<file path="src/rtl/if_fetch_stage.sv">
// Instruction-fetch stage: owns the PC, fetches over a req/ready handshake with wait
// states, and registers one instruction per cycle into the IF/ID pipeline register.
module if_fetch_stage #(
  parameter logic [31:0] PC_RESET = 32'h0000_0000
) (
  input  logic        clk,
  input  logic        rst,
  input  logic        freeze,
  input  logic        branch_taken,
  input  logic [31:0] branch_addr,
  output logic        imem_req,
  output logic [31:0] imem_addr,
  input  logic        imem_ready,
  input  logic [31:0] imem_rdata,
  output logic [31:0] Instruction,
  output logic [31:0] PC_out,
  output logic        valid
);

  typedef enum logic [1:0] {
    FETCH = 2'd0,
    HOLD  = 2'd1,
    DROP  = 2'd2
  } state_t;

  state_t      state_q, state_d;
  logic [31:0] pc_q, pc_d;
  logic [31:0] fetch_addr_q, fetch_addr_d;
  logic [31:0] skid_instr_q, skid_instr_d;
  logic [31:0] skid_pc_q, skid_pc_d;
  logic [31:0] instr_q, instr_d;
  logic [31:0] pc_out_q, pc_out_d;
  logic        valid_q, valid_d;

  logic        resp;
  logic [31:0] pc_inc;
  logic [31:0] br_target;

  assign br_target = branch_addr & ~32'd3;
  assign pc_inc    = pc_q + 32'd4;
  assign imem_req  = ((state_q == FETCH) || (state_q == DROP)) && rst;
  assign resp      = imem_req && imem_ready;

  assign imem_addr   = fetch_addr_q;
  assign Instruction = instr_q;
  assign PC_out      = pc_out_q;
  assign valid       = valid_q;

  always_comb begin
    state_d      = state_q;
    pc_d         = pc_q;
    fetch_addr_d = fetch_addr_q;
    skid_instr_d = skid_instr_q;
    skid_pc_d    = skid_pc_q;
    instr_d      = instr_q;
    pc_out_d     = pc_out_q;
    valid_d      = valid_q;

    unique case (state_q)
      FETCH: begin
        if (branch_taken) begin
          pc_d     = br_target;
          instr_d  = 32'd0;
          pc_out_d = 32'd0;
          valid_d  = 1'b0;
          // Without a response the bus must keep the old address until it completes.
          if (resp) fetch_addr_d = br_target;
          else      state_d      = DROP;
        end else if (freeze) begin
          if (resp) begin
            skid_instr_d = imem_rdata;
            skid_pc_d    = pc_inc;
            state_d      = HOLD;
          end
        end else if (resp) begin
          instr_d      = imem_rdata;
          pc_out_d     = pc_inc;
          valid_d      = 1'b1;
          pc_d         = pc_inc;
          fetch_addr_d = pc_inc;
        end else begin
          instr_d  = 32'd0;
          pc_out_d = 32'd0;
          valid_d  = 1'b0;
        end
      end

      HOLD: begin
        if (branch_taken) begin
          pc_d         = br_target;
          fetch_addr_d = br_target;
          instr_d      = 32'd0;
          pc_out_d     = 32'd0;
          valid_d      = 1'b0;
          state_d      = FETCH;
        end else if (!freeze) begin
          instr_d      = skid_instr_q;
          pc_out_d     = skid_pc_q;
          valid_d      = 1'b1;
          pc_d         = pc_inc;
          fetch_addr_d = pc_inc;
          state_d      = FETCH;
        end
      end

      DROP: begin
        instr_d  = 32'd0;
        pc_out_d = 32'd0;
        valid_d  = 1'b0;
        if (branch_taken) pc_d = br_target;
        // The stale word is discarded; the newest redirect target wins.
        if (resp) begin
          fetch_addr_d = branch_taken ? br_target : pc_q;
          state_d      = FETCH;
        end
      end

      default: state_d = FETCH;
    endcase
  end

  always_ff @(posedge clk or negedge rst) begin
    if (!rst) begin
      state_q      <= FETCH;
      pc_q         <= PC_RESET;
      fetch_addr_q <= PC_RESET;
      skid_instr_q <= 32'd0;
      skid_pc_q    <= 32'd0;
      instr_q      <= 32'd0;
      pc_out_q     <= 32'd0;
      valid_q      <= 1'b0;
    end else begin
      state_q      <= state_d;
      pc_q         <= pc_d;
      fetch_addr_q <= fetch_addr_d;
      skid_instr_q <= skid_instr_d;
      skid_pc_q    <= skid_pc_d;
      instr_q      <= instr_d;
      pc_out_q     <= pc_out_d;
      valid_q      <= valid_d;
    end
  end

endmodule

</file>
<file path="config.mk">
export PLATFORM = sky130hd
export DESIGN_NAME = if_fetch_stage
export DESIGN_NICKNAME = d
export VERILOG_FILES = /design/src/rtl/if_fetch_stage.sv
export SDC_FILE = /design/constraint.sdc
export NUM_CORES = 1
export LEC_CHECK = 0
export ABC_AREA = 1
export BUFFER_PORTS_ARGS = -buffer_cell sky130_fd_sc_hd__clkbuf_2
export CORE_ASPECT_RATIO = 0.6
export CORE_MARGIN = 4
export CORE_UTILIZATION = 56
export CTS_CLUSTER_DIAMETER = 40
export CTS_CLUSTER_SIZE = 8
export DETAILED_ROUTE_END_ITERATION = 7
export PLACE_DENSITY = 0.8
export RECOVER_POWER = 100
export SLEW_MARGIN = 20
export SYNTH_ARGS = -nofsm -noshare
export SYNTH_HDL_FRONTEND = slang
export SYNTH_SLANG_ARGS = --single-unit
</file>
<file path="constraint.sdc">
create_clock -name clk -period 2.3 [get_ports clk]
set_input_delay 0.46 -clock clk [delete_from_list [all_inputs] [get_ports clk]]
set_output_delay 0.46 -clock clk [all_outputs]
set_load 0.02 [all_outputs]
</file>
==> flow_summary.yaml <==
cts:
  cts_buffer_depth: 2
  cts_tree: "done"
  cts-root-buf: "clkbuf_16"
  post_cts_buffers: 0
  hold_buffers: 0
  clkLatencyLatePin_ps: 450
  clk_pin_slew_ps: 80
  h-tree-depth: 4
  clkSinkCount: 195
  cts_buffers: 17
timing:
  setup_tns_ps: 0
  rsz0062_at_grt: "true"
  worstMarginPinSlew_ps: 1770
  slew_viol_final: 34
  hold_violations: 0
  post-route-min-period_ps: 2160
  worst_clock_skew_ps: 10.4
  setup_viol: 0
  fmaxAchievable_ghz: 0.464
  setup_slack_ps: 143
  slew-limit-headroom_pct: -17.7
  final.period_utilization_pct: 93.8
grt:
  grt_use_total_pct: 26.8
  grt_max_degree: 163
  grt_pass1_vias: 7832
  grt_pass1_wl_um: 40200
  gr-total-overflow: 0
  antenna_found_initial: 0
layout:
  multiInputGateArea_um2: 3930
  syn_to_final_growth_pct: 16.1
  nets: 1386
  n_antenna_cell: 0
  drive_above_1_share_pct: 10.3
  num-fill-cells: 1473
  seqCellArea_um2: 4880
placed_design:
  pre_cts_ws_ps: 196
  portBuffers: 164
  dpl.hpwl_um: 17300
  gp_congestion: 0.947
worst_setup_path:
  critPathMaxFanout: 5
  cp_top_family: "simple AND/OR/NAND/NOR gates"
  slowest_delay_ps: 440
  cpMostUsedCell: "nand2_1"
  slowest_stage: "dfrtp_1"
  cp-end-kind: "flip-flop"
  cp.required_ps: 2640
  crit_type: "reg2reg"
  start_kind: "flip-flop"
  cp_num_buf_inv: 0
  crit_arrival_ps: 2500
  path_cells: "ha_1 > nand2_1 > nor2_2 > nand2_2 > nor2_1 > nand2_1 > nand2_1 > nand2_1 > nand2_1 > nand2_1 > nand2_1 > nand2_1"
floorplan:
  rows: 36
  die-area_um2: 18900
  initial_core_util_pct: 57.3
  die_y_um: 108
  die_w_um: 175
  io_pins: 167
  coreArea_um2: 16300
logic_synthesis:
  synthCells: 1173
  yosys_most_used_dff: "dfrtp_1"
  async_flop_share_pct: 100
  synth-seq-area-share_pct: 52.2
  syn_nets: 1247
  synth_enable_flop_cells: 0
  synthesis.area_um2: 9340
  syn_avg_cell_area_um2: 7.96
  synth.distinct_cells: 32
  yosysWarnings: 0
  ys_seq_elements: 195
drt:
  vias_per_cell: 5.41
  wl_per_cell_um: 16.1
  vias: 8399
  ant_nets: 0
  drtIter0Drc: 1006
  first_pass_iters: 6
  routed_wirelength_um: 25100
  drcViolationCount: 0
power_and_ir_drop:
  peakVddDrop_v: 0.000538
  p_leak_uw: 0.00533
  p_per_area_nw_per_um2: 1290
flow_run:
  drv_cap: 1
min_path:
  hp-class: "in2reg"
outcome:
  status: "complete, but fails checks"
  violations: "max-capacitance violations, max-slew violations"
final timing paths:
path                                          to  cells after the start      startpoint  slack, ps
worst max-delay path               imem_addr[30]                     12         pc_q[3]        140
worst min-delay path            skid_instr_q[26]                      3  imem_rdata[26]        230
worst max register to register     imem_addr[30]                     12         pc_q[3]        140
worst min register to register      imem_addr[4]                      2    imem_addr[4]        470
max in group asynchronous        Instruction[20]                      2             rst        650
min in group asynchronous           imem_addr[6]                      2             rst        440
per-stage QoR:
step / hold slack (ps) / cells / cell area [um^2] / utilization (%) / total power (uW)
floorplan: 164 / 1173 / 9340 / - / 9310
global placement: 453 / 1521 / 10400 / 63.8 / 11000
detailed placement: 459 / 1521 / 10400 / 63.8 / 11200
CTS: 115 / 1553 / 11000 / 67.4 / 14200
global route: 232 / 1553 / 10800 / 66.5 / 15000
finish: 228 / 1553 / 10800 / 66.5 / 14000
cells in the final DEF (no fill, tap or decap), types with 5 or more instances in the layout:
cell type / Yosys / layout
a21oi_1: 18 / 18
a22oi_1: 41 / 41
a2bb2oi_1: 13 / 13
a31oi_1: 16 / 16
buf_12: 0 / 5
buf_4: 10 / 8
buf_6: 0 / 5
clkbuf_1: 22 / 98
clkbuf_16: 0 / 17
clkbuf_2: 3 / 67
dfrtp_1: 195 / 195
ha_1: 5 / 5
inv_1: 55 / 57
nand2_1: 510 / 511
nand3_1: 42 / 42
nor2_1: 61 / 60
o21ai_0: 62 / 63
o21ai_1: 27 / 26
o21bai_1: 6 / 6
o22ai_1: 17 / 17
xnor2_1: 7 / 7
xor2_1: 6 / 6
cell type report:
type | count | area share (%)
well taps | 228 | 2.63
clock inverters | 15 | 1.51
flip-flops and latches | 195 | 45.0
inverters | 61 | 2.11
repair buffers | 184 | 8.61
multi-input cells | 853 | 36.2
clock buffers | 17 | 3.92
worst reg2reg max path, cell delays in order (launching register included):
cell and delay [ps]:
dfrtp_1 440, ha_1 210, nand2_1 70, nor2_2 220
nand2_2 180, nor2_1 420, nand2_1 110, nand2_1 90
nand2_1 80, nand2_1 60, nand2_1 70, nand2_1 60
nand2_1 60
layer usage:
metal,vias up,wire (um),global-route usage (%)
li1,4072,-,-
met1,3970,11300,39.4
met2,327,11100,40.2
met3,28,2180,6.43
met4,2,298,6.78
met5,-,77,3.13
timing repair:
action	in CTS	in global routing
resized for setup	0	4
endpoints found under the hold margin	0	0
setup endpoints to repair	0	8
synth_stat cells (4+ instances only):
master,number,share of area (%)
buf_1,5,0.20
nand2_1,510,20
a21oi_1,18,0.96
a31oi_1,16,1.1
xor2_1,6,0.56
ha_1,5,0.67
buf_2,24,1.3
xnor2_1,7,0.66
clkbuf_1,22,0.88
o21ai_1,27,1.4
nor2_4,4,0.48
nand2_2,5,0.33
o21ai_0,62,3.3
o22ai_1,17,1.1
inv_2,6,0.24
nor2_1,61,2.5
a22oi_1,41,3.3
inv_1,55,2.2
o21bai_1,6,0.48
nand3_1,42,2.3
a2bb2oi_1,13,1.2
dfrtp_1,195,52
buf_4,10,0.80
registers in the layout, indices dropped and copies added, names as in the netlist:
signal,cells
valid,1
imem_addr,32
pc_q,32
skid_instr_q,32
state_q,2
Instruction,32
PC_out,32
skid_pc_q,32
kinds of logic after synthesis:
logic type,Yosys count,share of synthesized area (%)
compound gates,203,13.2
xor+xnor,13,1.22
fa+ha+maj,5,0.670
buf+inv,125,5.79
flops,195,52.2
simple gates,632,26.9
power breakdown:
part / internal [uW] / leakage (uW) / switching, uW
logic: 1680 / 0.00252 / 3670
clock network: 1540 / 0.000280 / 1450
registers: 4710 / 0.00252 / 959
Power figures use the tool's default switching activity.
